$ cat config.mk
export PLATFORM = sky130hd
export DESIGN_NAME = btb_upd_sched
export DESIGN_NICKNAME = d
export VERILOG_FILES = /design/src/rtl/btb_upd_sched_pkg.sv /design/src/rtl/btb_upd_fifo.sv /design/src/rtl/btb_upd_sched.sv
export SDC_FILE = /design/constraint.sdc
export NUM_CORES = 1
export LEC_CHECK = 0
export ABC_AREA = 1
export BUFFER_PORTS_ARGS = -buffer_cell sky130_fd_sc_hd__buf_2
export CELL_PAD_IN_SITES_DETAIL_PLACEMENT = 0
export CELL_PAD_IN_SITES_GLOBAL_PLACEMENT = 2
export CORE_MARGIN = 8
export CORE_UTILIZATION = 36
export CTS_CLUSTER_DIAMETER = 40
export CTS_CLUSTER_SIZE = 12
export DETAILED_ROUTE_END_ITERATION = 10
export PLACE_DENSITY_LB_ADDON = 0.1
export SLEW_MARGIN = 15
export SYNTH_ARGS = -nofsm -noshare
export SYNTH_HDL_FRONTEND = slang
export SYNTH_SLANG_ARGS = --single-unit
$ cat constraint.sdc
create_clock -name clock -period 9.5 [get_ports clock]
set_input_delay 0.475 -clock clock [delete_from_list [all_inputs] [get_ports clock]]
set_output_delay 0.475 -clock clock [all_outputs]
set_load 0.02 [all_outputs]
$ cat src/rtl/btb_upd_sched_pkg.sv
// Shared fetch definitions for BTB update scheduling: branch-type codes,
// retire-queue defaults, retire entry layout and the issue selector.
package btb_upd_sched_pkg;

  localparam int unsigned RQ_DEPTH_DEF = 4;
  localparam int unsigned AGE_MAX_DEF  = 7;

  typedef enum logic [1:0] {
    BR_NONE = 2'd0,
    BR_COND = 2'd1,
    BR_JUMP = 2'd2,
    BR_RET  = 2'd3
  } br_type_e;

  // Which BTB write port gets the single write slot this cycle.
  typedef enum logic [1:0] {
    ISS_IDLE = 2'd0,
    ISS_SP   = 2'd1,
    ISS_RT   = 2'd2
  } issue_e;

  typedef struct packed {
    logic        brdir;
    logic [63:0] brpc;
    logic [63:0] brtar;
  } rt_upd_t;

  localparam int unsigned RT_UPD_W = $bits(rt_upd_t);

  // Saturating 16-bit increment used by the drop counter.
  function automatic logic [15:0] sat_inc16(input logic [15:0] v);
    return (v == '1) ? v : v + 16'd1;
  endfunction

endpackage

$ cat src/rtl/btb_upd_fifo.sv
// Retire-update queue: registered storage with wrap-around pointers one bit
// wider than the index so full and empty can be told apart.
module btb_upd_fifo
  import btb_upd_sched_pkg::*;
#(
  parameter int unsigned DEPTH = RQ_DEPTH_DEF,
  parameter int unsigned WIDTH = RT_UPD_W
) (
  input  logic             clock,
  input  logic             reset,
  input  logic             push_i,
  input  logic [WIDTH-1:0] push_data_i,
  input  logic             pop_i,
  output logic [WIDTH-1:0] head_o,
  output logic             full_o,
  output logic             empty_o
);

  localparam int unsigned AW = $clog2(DEPTH);
  localparam int unsigned PW = AW + 1;

  logic [PW-1:0]    r_wr_ptr;
  logic [PW-1:0]    r_rd_ptr;
  logic [WIDTH-1:0] r_mem [DEPTH];

  logic w_push;
  logic w_pop;

  // A push while full is dropped here even if a pop happens the same cycle;
  // the producer only sees ready once the pop has landed.
  assign full_o  = (r_wr_ptr[AW-1:0] == r_rd_ptr[AW-1:0]) &&
                   (r_wr_ptr[AW] != r_rd_ptr[AW]);
  assign empty_o = (r_wr_ptr == r_rd_ptr);
  assign w_push  = push_i && !full_o;
  assign w_pop   = pop_i && !empty_o;
  assign head_o  = r_mem[r_rd_ptr[AW-1:0]];

  // Write and read pointer advance.
  always_ff @(posedge clock) begin
    if (reset) begin
      r_wr_ptr <= '0;
      r_rd_ptr <= '0;
    end else begin
      if (w_push) r_wr_ptr <= r_wr_ptr + PW'(1);
      if (w_pop)  r_rd_ptr <= r_rd_ptr + PW'(1);
    end
  end

  // Entry storage; contents are only meaningful between the pointers.
  always_ff @(posedge clock) begin
    if (w_push) r_mem[r_wr_ptr[AW-1:0]] <= push_data_i;
  end

endmodule

$ cat src/rtl/btb_upd_sched.sv
// BTB update scheduler: shares one BTB write per cycle between speculative
// allocates from fetch1 and queued retire updates, with an age-based
// starvation override for the retire queue.
module btb_upd_sched
  import btb_upd_sched_pkg::*;
#(
  parameter int unsigned RQ_DEPTH = RQ_DEPTH_DEF,
  parameter int unsigned AGE_MAX  = AGE_MAX_DEF
) (
  input  logic        clock,
  input  logic        reset,
  input  logic        sp_valid_i,
  input  logic [2:0]  sp_brpos_i,
  input  logic [1:0]  sp_brtyp_i,
  input  logic [63:0] sp_brpc_i,
  input  logic [63:0] sp_brtar_i,
  input  logic [1:0]  sp_rasctl_i,
  input  logic        flush_i,
  input  logic        rt_valid_i,
  output logic        rt_ready_o,
  input  logic        rt_brdir_i,
  input  logic [63:0] rt_brpc_i,
  input  logic [63:0] rt_brtar_i,
  output logic        btb_sp_we_o,
  output logic [2:0]  btb_sp_brpos_o,
  output logic [1:0]  btb_sp_brtyp_o,
  output logic [63:0] btb_sp_brpc_o,
  output logic [63:0] btb_sp_brtar_o,
  output logic [1:0]  btb_rasctl_o,
  output logic        btb_rt_we_o,
  output logic        btb_rt_brdir_o,
  output logic [63:0] btb_rt_brpc_o,
  output logic [63:0] btb_rt_brtar_o,
  output logic        sp_drop_o,
  output logic [15:0] drop_cnt_o
);

  localparam logic [2:0] AGE_LIM = 3'(AGE_MAX);

  logic                w_full;
  logic                w_empty;
  logic                w_push;
  logic                w_pop;
  logic                w_sp_req;
  logic                w_starve;
  logic                w_drop;
  issue_e              w_sel;
  rt_upd_t             w_rt_in;
  rt_upd_t             w_head;
  logic [RT_UPD_W-1:0] w_head_raw;

  logic [2:0]  r_age;
  logic        r_sp_we;
  logic [2:0]  r_sp_brpos;
  br_type_e    r_sp_brtyp;
  logic [63:0] r_sp_brpc;
  logic [63:0] r_sp_brtar;
  logic [1:0]  r_rasctl;
  logic        r_rt_we;
  logic        r_rt_brdir;
  logic [63:0] r_rt_brpc;
  logic [63:0] r_rt_brtar;
  logic        r_sp_drop;
  logic [15:0] r_drop_cnt;

  // Ready depends only on registered pointers, never on rt_valid_i.
  assign rt_ready_o = !w_full;
  assign w_push     = rt_valid_i && !w_full;
  assign w_sp_req   = sp_valid_i && !flush_i;
  assign w_rt_in    = '{brdir: rt_brdir_i, brpc: rt_brpc_i, brtar: rt_brtar_i};
  assign w_head     = rt_upd_t'(w_head_raw);

  btb_upd_fifo #(
    .DEPTH (RQ_DEPTH),
    .WIDTH (RT_UPD_W)
  ) u_rq (
    .clock       (clock),
    .reset       (reset),
    .push_i      (w_push),
    .push_data_i (w_rt_in),
    .pop_i       (w_pop),
    .head_o      (w_head_raw),
    .full_o      (w_full),
    .empty_o     (w_empty)
  );

  // Write-slot arbitration: starved head, then live sp, then any head.
  always_comb begin
    w_sel    = ISS_IDLE;
    w_starve = !w_empty && (r_age == AGE_LIM);
    if (w_starve) begin
      w_sel = ISS_RT;
    end else if (w_sp_req) begin
      w_sel = ISS_SP;
    end else if (!w_empty) begin
      w_sel = ISS_RT;
    end
    w_pop  = (w_sel == ISS_RT);
    w_drop = w_starve && w_sp_req;
  end

  // Head age: counts cycles the head is passed over, saturating at the limit.
  always_ff @(posedge clock) begin
    if (reset) begin
      r_age <= '0;
    end else if (w_pop || w_empty) begin
      r_age <= '0;
    end else if (r_age != AGE_LIM) begin
      r_age <= r_age + 3'd1;
    end
  end

  // Speculative BTB write port; payload held at zero when not writing.
  always_ff @(posedge clock) begin
    if (reset || (w_sel != ISS_SP)) begin
      r_sp_we    <= 1'b0;
      r_sp_brpos <= '0;
      r_sp_brtyp <= BR_NONE;
      r_sp_brpc  <= '0;
      r_sp_brtar <= '0;
      r_rasctl   <= '0;
    end else begin
      r_sp_we    <= 1'b1;
      r_sp_brpos <= sp_brpos_i;
      r_sp_brtyp <= br_type_e'(sp_brtyp_i);
      r_sp_brpc  <= sp_brpc_i;
      r_sp_brtar <= sp_brtar_i;
      r_rasctl   <= sp_rasctl_i;
    end
  end

  // Retire BTB write port driven from the queue head.
  always_ff @(posedge clock) begin
    if (reset || (w_sel != ISS_RT)) begin
      r_rt_we    <= 1'b0;
      r_rt_brdir <= 1'b0;
      r_rt_brpc  <= '0;
      r_rt_brtar <= '0;
    end else begin
      r_rt_we    <= 1'b1;
      r_rt_brdir <= w_head.brdir;
      r_rt_brpc  <= w_head.brpc;
      r_rt_brtar <= w_head.brtar;
    end
  end

  // Drop pulse and saturating drop count for sp requests lost to starvation.
  always_ff @(posedge clock) begin
    if (reset) begin
      r_sp_drop  <= 1'b0;
      r_drop_cnt <= '0;
    end else begin
      r_sp_drop <= w_drop;
      if (w_drop) r_drop_cnt <= sat_inc16(r_drop_cnt);
    end
  end

  assign btb_sp_we_o    = r_sp_we;
  assign btb_sp_brpos_o = r_sp_brpos;
  assign btb_sp_brtyp_o = r_sp_brtyp;
  assign btb_sp_brpc_o  = r_sp_brpc;
  assign btb_sp_brtar_o = r_sp_brtar;
  assign btb_rasctl_o   = r_rasctl;
  assign btb_rt_we_o    = r_rt_we;
  assign btb_rt_brdir_o = r_rt_brdir;
  assign btb_rt_brpc_o  = r_rt_brpc;
  assign btb_rt_brtar_o = r_rt_brtar;
  assign sp_drop_o      = r_sp_drop;
  assign drop_cnt_o     = r_drop_cnt;

endmodule

---- Yosys cells after proc, flatten, opt, wreduce, memory -nomap -nowiden ----
Memories as Yosys holds them, arrays and structs flattened. A register that Yosys moved wholly into a read port is not among the register bits.
Cells that the tools add are included.
word-level totals
  flip-flop bits (word level) ............. 163
  RAM bits ................................ 516
  input bits .............................. 269
  word-level logic and storage cells ...... 49
  memories ................................ 1
memories
  name        words  width  read ports  clocked after memory_dff  wr ports  line                text
  u_rq.r_mem  4      129    1           1                         1         btb_upd_fifo.sv:24  logic [WIDTH-1:0] r_mem [DEPTH];
cells by class
  $add $sub $neg .......................... 4
  equality and inequality tests ........... 9
  multiplexer cells ....................... 7
  bitwise gates (word level) .............. 1
  reduce and logical (&&, ||, !) cells .... 15
operators with widths
  kind                                                             count
  16-bit by 1-bit adder with 16-bit output, second input constant  1
  16-bit equality test, second input constant                      1
  3-bit by 1-bit adder with 3-bit output, second input constant    3
  1-bit logical AND                                                7
  2-bit two-way mux                                                3
  1-bit two-way mux                                                4
  3-bit equality test                                              1
  3-bit equality test, second input constant                       1
  1-bit zero test                                                  3
  1-bit logical OR                                                 3
  3-bit != test, second input constant                             1
  2-bit equality test                                              1
  2-bit equality test, second input constant                       1
  2-bit by 1-bit != test with 1-bit output, second input constant  1
  2-bit != test, second input constant                             1
  2-bit AND reduction                                              1
  2-bit OR reduction                                               1
  1-bit != test                                                    1
  1-bit NOT                                                        1

---- Longest topological paths before layout ----
Gate-level depths: netlist (run 1).
  depth after elaboration ................. 7
  gate-level depth with buffers ........... 11
  mapped depth without buffers ............ 9

---- Modules after synthesis ----
Synthesis (run 1) repeated with hierarchy kept, for this count alone.
second synthesis, totals
  cell total of the unflattened synthesis .. 2328
  area, all modules ....................... 28294.6 um2
by module, submodules not included
  module         instances  cells each  area each (um2)
  btb_upd_fifo   1          1322        19590.0
  btb_upd_sched  1          1006        8704.6

---- Least setup slack after synthesis (run 1) ----
No wires, ideal clock.
  path kind ............................... register -> register
  from .................................... register u_rq.r_rd_ptr[0]
  to ...................................... memory u_rq.r_mem[0][0] (netlist name) (enable)
  data arrival time ....................... 6.478 ns
  required time ........................... 8.881 ns
  slack ................................... 2.403 ns
  stages on the path, launching flop included .. 8
  period minus slack after synthesis ...... 7.097 ns
  cells stage by stage .................... dfxtp_1 buf_6 inv_4 nand2_1 nand2_2 nand4_1 nand2_1 nor2_1
on the way
  word-level cells in the longest chain between the ends .. 7
ends and longest elaborated chain
  element                                      line                 text
  start, declared                              btb_upd_fifo.sv:23   logic [PW-1:0] r_rd_ptr;
  start signal, assigned                       btb_upd_fifo.sv:45   if (w_pop) r_rd_ptr <= r_rd_ptr + PW'(1);
  2-bit equality test (*)                      btb_upd_fifo.sv:31   assign full_o = (r_wr_ptr[AW-1:0] == r_rd_ptr[AW-1:0]) &&
  1-bit logical AND (*)                        btb_upd_fifo.sv:31
  1-bit zero test (*)                          -
  via rt_ready_o                               btb_upd_sched.sv:20  output logic rt_ready_o,
  1-bit logical AND                            btb_upd_sched.sv:68  assign w_push = rt_valid_i && !w_full;
  1-bit logical AND (*)                        btb_upd_fifo.sv:34   assign w_push = push_i && !full_o;
  1-bit two-way mux (*)                        btb_upd_fifo.sv:51   if (w_push) r_mem[r_wr_ptr[AW-1:0]] <= push_data_i;
  1-bit two-way mux (not written as such) (*)  btb_upd_fifo.sv:51
  end, declared                                btb_upd_fifo.sv:24
Mark *: on every way through the listed nets, which the timed path passes. The rest lies on a longest branch.

---- Worst setup path in the final report (run 1) ----
  from .................................... register u_rq.r_rd_ptr[0]
  to ...................................... memory u_rq.r_mem[1][5] (netlist name) (enable)
on the way
  word-level cells in the longest chain between the ends .. 7
ends and longest elaborated chain
  element                                      line
  2-bit equality test (*)                      btb_upd_fifo.sv:31
  1-bit logical AND (*)                        btb_upd_fifo.sv:31
  1-bit zero test (*)                          btb_upd_fifo.sv:34, btb_upd_sched.sv:68
  1-bit logical AND                            btb_upd_sched.sv:68
  1-bit logical AND (*)                        btb_upd_fifo.sv:34
  1-bit two-way mux (*)                        btb_upd_fifo.sv:51
  1-bit two-way mux (not written as such) (*)  btb_upd_fifo.sv:51
Every way passes the cells marked *; elsewhere a longest branch is shown, timed or not.

==> flow_summary_export.csv, run 1 <==
group,metric,value,unit
run_status,status,"complete, no violations",
power,leakage,0.0160,uW
worst_setup_path,start_kind,"flip-flop",
place,place_congestion,0.807,
cts,cts_tree,"built",
floorplanning,num_io_pins,553,
routing,dr.pass1.iters,5,
place,hpwl,49400,um
logic_synthesis,synthArstFlopShare,0,
worst_setup_path,critPathRequiredTime,9.79,ns
sta,finalHoldViolCount,0,
routing,postRouteAntennaNets,0,
cts,cts_resized,0,
logic_synthesis,synth_edf_count,516,
place,port_buffers,552,
worst_setup_path,crit_path_cell_trace,"inv_6 -> nand2_1 -> nand2_2 -> nand4_1 -> nand2_1 -> nor2_4 -> buf_4",
worst_setup_path,path_common_cell,"nand2_1",
global_routing,grt_max_degree,130,
logic_synthesis,syn-mean-instance-area,12.3,sq um
logic_synthesis,synth_top_area_cell,"edfxtp_1",
global_routing,grt_pass1_vias,20100,
worst_setup_path,crit_type,"reg2reg",
floorplanning,die_x,296,um
finish,postLayoutCellArea,39100,sq um
cts,cts_max_path_buffers,3,
global_routing,grt_use_met2,0.319,
cts,path_clk_slew,0.05,ns
floorplanning,start_util,0.363,
logic_synthesis,ys_warn_count,0,
power,ir_drop,0.177,mV
power,power_density,270,nW/um^2
routing,drt_iter0_markers,1017,
logic_synthesis,synth_cell_types,28,
worst_setup_path,cpPeakStageDelay,1.05,ns
global_routing,grt_overflow,0,
place,placed_cells,3788,
floorplanning,die_height,296,um
sta,setup_viol,0,
global_routing,gr-usage-met1,0.212,
routing,vias,19400,
sta,fin_ws,5.28,ns
min_path,hold_class,"in2reg",
routing,wire_per_inst,19.0,um
floorplanning,num_rows,102,
cts,insertion_delay,0.70,ns
sta,slew_viol_final,0,
global_routing,grt_pass1_wl,122000,um
worst_setup_path,cp-end-kind,"flip-flop",
place,dpl-instance-area,31800,sq um
cts,numCtsBuffers,133,
floorplanning,coreArea,77500,sq um
global_routing,antenna_found_initial,14,
power,fin_total_pwr,10600,uW
sta,max_slew_margin,0.224,
worst_setup_path,cpMaxStageDelayCell,"dfxtp_4",
sta,worstMarginPinSlew,1.16,ns
sta,setup_tns,0,ns
global_routing,grt_util_met3,0.0492,
finish,drive_gt1_frac,0.263,
logic_synthesis,syn_inst,2297,
sta,finalClockSkew,0.0346,ns
routing,route.detailed.drc,0,
run,max_cap_violations,0,
routing,drt-total-wl,81600,um
cts,root_buffer,"clkbuf_16",
sta,period_share,0.444,
finish,final_nets,3420,
logic_synthesis,syn-cell-area,28100,sq um
finish,finalNonFillerCells,4303,
place,pre_cts_slack,5.16,ns
worst_setup_path,arrival,4.50,ns
worst_setup_path,critPathMaxFanout,87,
logic_synthesis,ys.flop_type,"edfxtp_1",
floorplanning,die_area,87400,sq um
logic_synthesis,ys_seq_elements,808,
global_routing,grt_util_all_layers,0.182,
logic_synthesis,synth_top_area_share,0.551,
logic_synthesis,ys_seq_area_frac,0.758,
cts,clock-sinks,808,
cts,h-tree-depth,4,
routing,vias_per_cell,4.50,
logic_synthesis,synth_fp_nets,2574,
sta,layout_min_cycle_time,4.22,ns
logic_synthesis,synth_area_leaders,"edfxtp_1 55%, dfxtp_1 21%, nor2_1 8.5%",
finish,areaGrowthSynthToFinish,39.1,%
global_routing,top_usage_layer,"met2",
sta,rsz0062_at_grt,"false",
sta,clock.fmax,237,MHz
## cell type report
class,count,area [sq um]
clock buffer,155,3530
timing repair buffer,830,5530
clock inverter,90,1210
antenna,10,25.0
multi-input combinational,1207,5580
tap,1040,1300
inverter,163,619
sequential,808,21300
fill,6878,38300
## kinds of logic (layout without fill, tap and decap cells)
group / after synthesis / count (layout) / share of synthesized area
fa+ha+maj: 8 / 8 / 0.00356
flops: 808 / 808 / 0.758
compound gates: 430 / 430 / 0.0765
buf+inv: 282 / 1238 / 0.0452
other cells: 0 / 10 / 0
simple gates: 760 / 760 / 0.114
xor+xnor: 9 / 9 / 0.00280
## path summary, 6_finish.rpt
path | to | startpoint | slack (ns) | cells after the start
max | u_rq.r_mem[1][5] | u_rq.r_rd_ptr[0] | 5.28 | 7
min | u_rq.r_mem[0][83] | rt_brpc_i[19] | 0.06 | 1
max reg2reg | u_rq.r_mem[1][5] | u_rq.r_rd_ptr[0] | 5.28 | 7
min reg2reg | r_age[0] | r_age[0] | 0.42 | 1
## where the power goes
group | switching [uW] | leakage (uW) | internal [uW]
Sequential | 126 | 0.00712 | 4010
Clock | 1740 | 0.00226 | 3250
Combinational | 985 | 0.00657 | 453
Total | 2850 | 0.0160 | 7710
## routing by layer
| metal | vias to the layer above | wire (um) |
|---|---|---|
| li1 | 9452 | - |
| met1 | 9140 | 33400 |
| met2 | 604 | 40500 |
| met3 | 157 | 5390 |
| met4 | 4 | 2340 |
| met5 | - | 27 |
## layout by cell type (no fill, tap or decap), types with 6 or more instances in the layout
| cell type | count |
|---|---|
| a21oi_1 | 148 |
| buf_2 | 552 |
| buf_4 | 16 |
| bufinv_16 | 20 |
| clkbuf_1 | 13 |
| clkbuf_16 | 136 |
| clkbuf_8 | 6 |
| clkinv_1 | 9 |
| clkinv_2 | 14 |
| clkinv_4 | 10 |
| clkinvlp_4 | 18 |
| dfxtp_1 | 290 |
| diode_2 | 10 |
| dlygate4sd3_1 | 260 |
| edfxtp_1 | 516 |
| ha_1 | 8 |
| inv_1 | 155 |
| inv_6 | 9 |
| nand2_1 | 58 |
| nand3_1 | 7 |
| nor2_1 | 636 |
| nor2_4 | 42 |
| o21ai_0 | 271 |
| o21ai_1 | 11 |
| xor2_1 | 6 |
## worst max-delay path: cells and delay by family (launching register included)
family	cells	cell delay, ns
AND/OR/NAND/NOR	5	1.37
buffers and inverters	2	1.30
flip-flops	1	1.05
## sequential cells by signal (all words and copies together), names as in the netlist
signal          flops
btb_sp_brtar_o     64
u_rq.r_rd_ptr       3
btb_sp_brpos_o      3
btb_rt_brdir_o      1
u_rq.r_wr_ptr       3
drop_cnt_o         16
btb_rasctl_o        2
btb_sp_brpc_o      64
sp_drop_o           1
btb_rt_brtar_o     64
u_rq.r_mem        516
btb_rt_brpc_o      64
r_age               3
btb_sp_brtyp_o      2
btb_sp_we_o         1
btb_rt_we_o         1
## synthesized netlist by cell type, types with 4 or more instances
library cell / count
a21oi_1: 148
buf_1: 4
buf_2: 34
buf_6: 14
clkbuf_1: 62
dfxtp_1: 292
edfxtp_1: 516
ha_1: 8
inv_1: 155
inv_2: 6
nand2_1: 59
nand3_1: 8
nor2_1: 640
nor2_4: 38
nor3_1: 5
o21ai_0: 271
o21ai_1: 11
xor2_1: 6
## per-stage QoR
stage / hold slack [ns] / utilization
floorplan: 0.399 / -
global placement: 0.413 / 0.410
detailed placement: 0.413 / 0.410
CTS: 0.000765 / 0.505
global route: 0.0212 / 0.505
finish: 0.0612 / 0.505
## timing repair
action / in CTS / in global routing
endpoints found under the hold margin: 634 / 0
hold buffers: 260 / 0
setup buffers: 0 / 0
No activity file was read; power rests on OpenSTA's default activity.
==> run 2, diff against run 1 <==
- CORE_UTILIZATION: 36 -> 33
- clock period: 9.5 -> 3.4 ns (I/O delays scaled with it)
==> flow_summary_export.csv, run 2 (synthesized netlist as in run 1, its figures left out) <==
group,metric,value,unit
run_status,status,"complete, no violations",
global_routing,grt_max_degree,261,
finish,final_cell_mix,"636 x nor2_1, 552 x buf_2, 516 x edfxtp_1",
sta,setup_tns,0,ns
floorplanning,num_rows,107,
finish,fin_util,0.464,
place,hpwl,48400,um
global_routing,grt_util_all_layers,0.170,
sta,max_slew_margin,0.219,
cts,root_buffer,"clkbuf_16",
min_path,hold_class,"in2reg",
floorplanning,die_height,308,um
cts,path_clk_slew,0.05,ns
cts,insertion_delay,0.70,ns
worst_setup_path,critPathMaxFanout,75,
floorplanning,num_io_pins,553,
cts,cts_resized,0,
global_routing,grt_overflow,0,
sta,period_share,0.750,
floorplanning,die_x,308,um
finish,drive_gt1_frac,0.262,
min_path,min-delay-start,"flush_i",
cts,h-tree-depth,4,
power,leakage,0.0160,uW
power,ir_drop,0.451,mV
routing,dr.pass1.iters,5,
global_routing,antenna_found_initial,12,
finish,areaGrowthSynthToFinish,40.0,%
sta,finalClockSkew,0.0281,ns
sta,slew_viol_final,0,
global_routing,grt_pass1_wl,123000,um
worst_setup_path,worstReg2RegEnd,"btb_rt_brpc_o[30]",
worst_setup_path,r2r-start,"u_rq.r_rd_ptr[1]",
sta,fin_ws,0.851,ns
worst_setup_path,arrival,3.09,ns
cts,clock-sinks,808,
worst_setup_path,critPathRequiredTime,3.95,ns
place,place_congestion,0.776,
sta,rsz0062_at_grt,"false",
sta,finalHoldViolCount,0,
global_routing,grt_pass1_vias,20000,
sta,layout_min_cycle_time,2.55,ns
finish,seq_area,21300,sq um
cts,postCtsHoldBufs,266,
routing,route.detailed.drc,0,
cts,cts_max_path_buffers,3,
cts,cts_tree,"built",
finish,largest_reg_flops,516,
place,pre_cts_slack,0.771,ns
worst_setup_path,cp-end-kind,"flip-flop",
cts,numCtsBuffers,138,
place,port_buffers,552,
routing,drt_iter0_markers,1139,
finish,final_nets,3435,
worst_setup_path,reg2reg_depth,5,
worst_setup_path,start_kind,"flip-flop",
routing,vias,19300,
sta,setup_viol,0,
min_path,min_path_cells,4,
worst_setup_path,crit_type,"reg2reg",
worst_setup_path,r2r_slack,0.85,ns
floorplanning,die_area,94900,sq um
finish,final_common_cell,"nor2_1",
routing,drt-total-wl,82400,um
floorplanning,coreArea,84900,sq um
sta,clock.fmax,392,MHz
min_path,holdPathEnd,"sp_drop_o",
cts,post_cts_buffers,0,
floorplanning,start_util,0.332,
routing,vias_per_cell,4.36,
power,power_density,744,nW/um^2
run,max_cap_violations,0,
finish,multi_input_area,5590,sq um
routing,postRouteAntennaNets,0,
finish,nFillCells,7836,
routing,wire_per_inst,18.6,um
sta,worstMarginPinSlew,1.17,ns
==> run 2: power breakdown <==
part / internal (uW) / switching, uW
clock: 9000 / 4650
sequential: 11200 / 240
combinational: 1320 / 2910
total: 21500 / 7790
==> run 2: final cells by class <==
cell class / instances / share of cell area
antenna: 8 / 0.000508
clock buffer: 173 / 0.0968
clock inverter: 79 / 0.0217
inverter: 163 / 0.0157
multi-input combinational: 1207 / 0.142
sequential: 808 / 0.542
tap: 1144 / 0.0363
timing repair buffer: 840 / 0.145
==> run 2: per-stage QoR <==
| step | hold WS, ns | total power (uW) | instance area [sq um] | std cells |
|---|---|---|---|---|
| after detailed placement | 0.387 | 15700 | 32000 | 3895 |
| after floorplan | 0.239 | 14100 | 28200 | 2297 |
| after global routing | 0.115 | 30700 | 39400 | 4417 |
| after global placement | 0.380 | 15700 | 32000 | 3895 |
| after CTS | 0.0500 | 29900 | 39400 | 4413 |
| final | 0.117 | 29300 | 39400 | 4422 |
==> run 2: layer usage <==
| metal | GRT usage | share of wire | up-vias |
|---|---|---|---|
| li1 | - | - | 9488 |
| met1 | 0.201 | 0.41 | 9133 |
| met2 | 0.287 | 0.49 | 521 |
| met3 | 0.0573 | 0.076 | 148 |
| met4 | 0.0587 | 0.024 | 8 |
| met5 | 0 | 0.00067 | - |
==> run 2: how the worst max path moves through the flow <==
stage	to	start	cells past startpoint	slack, ns
finish	btb_rt_brpc_o[30]	u_rq.r_rd_ptr[1]	5	0.85
global route	btb_rt_brpc_o[30]	u_rq.r_rd_ptr[1]	5	0.62
CTS	btb_rt_brpc_o[48]	u_rq.r_rd_ptr[1]	5	0.76
detailed placement	btb_rt_brpc_o[48]	u_rq.r_rd_ptr[1]	5	0.77
global placement	btb_rt_brtar_o[23]	u_rq.r_rd_ptr[1]	5	0.80
floorplan	u_rq.r_mem[0][0]	u_rq.r_rd_ptr[0]	7	-0.02
==> run 2: worst max-delay path, cell delays in order, from the launching register on <==
cell and delay (ns):
dfxtp_4 0.35, buf_4 0.87, buf_4 0.81, nor2_1 0.10, o21ai_0 0.11, a21oi_1 0.09
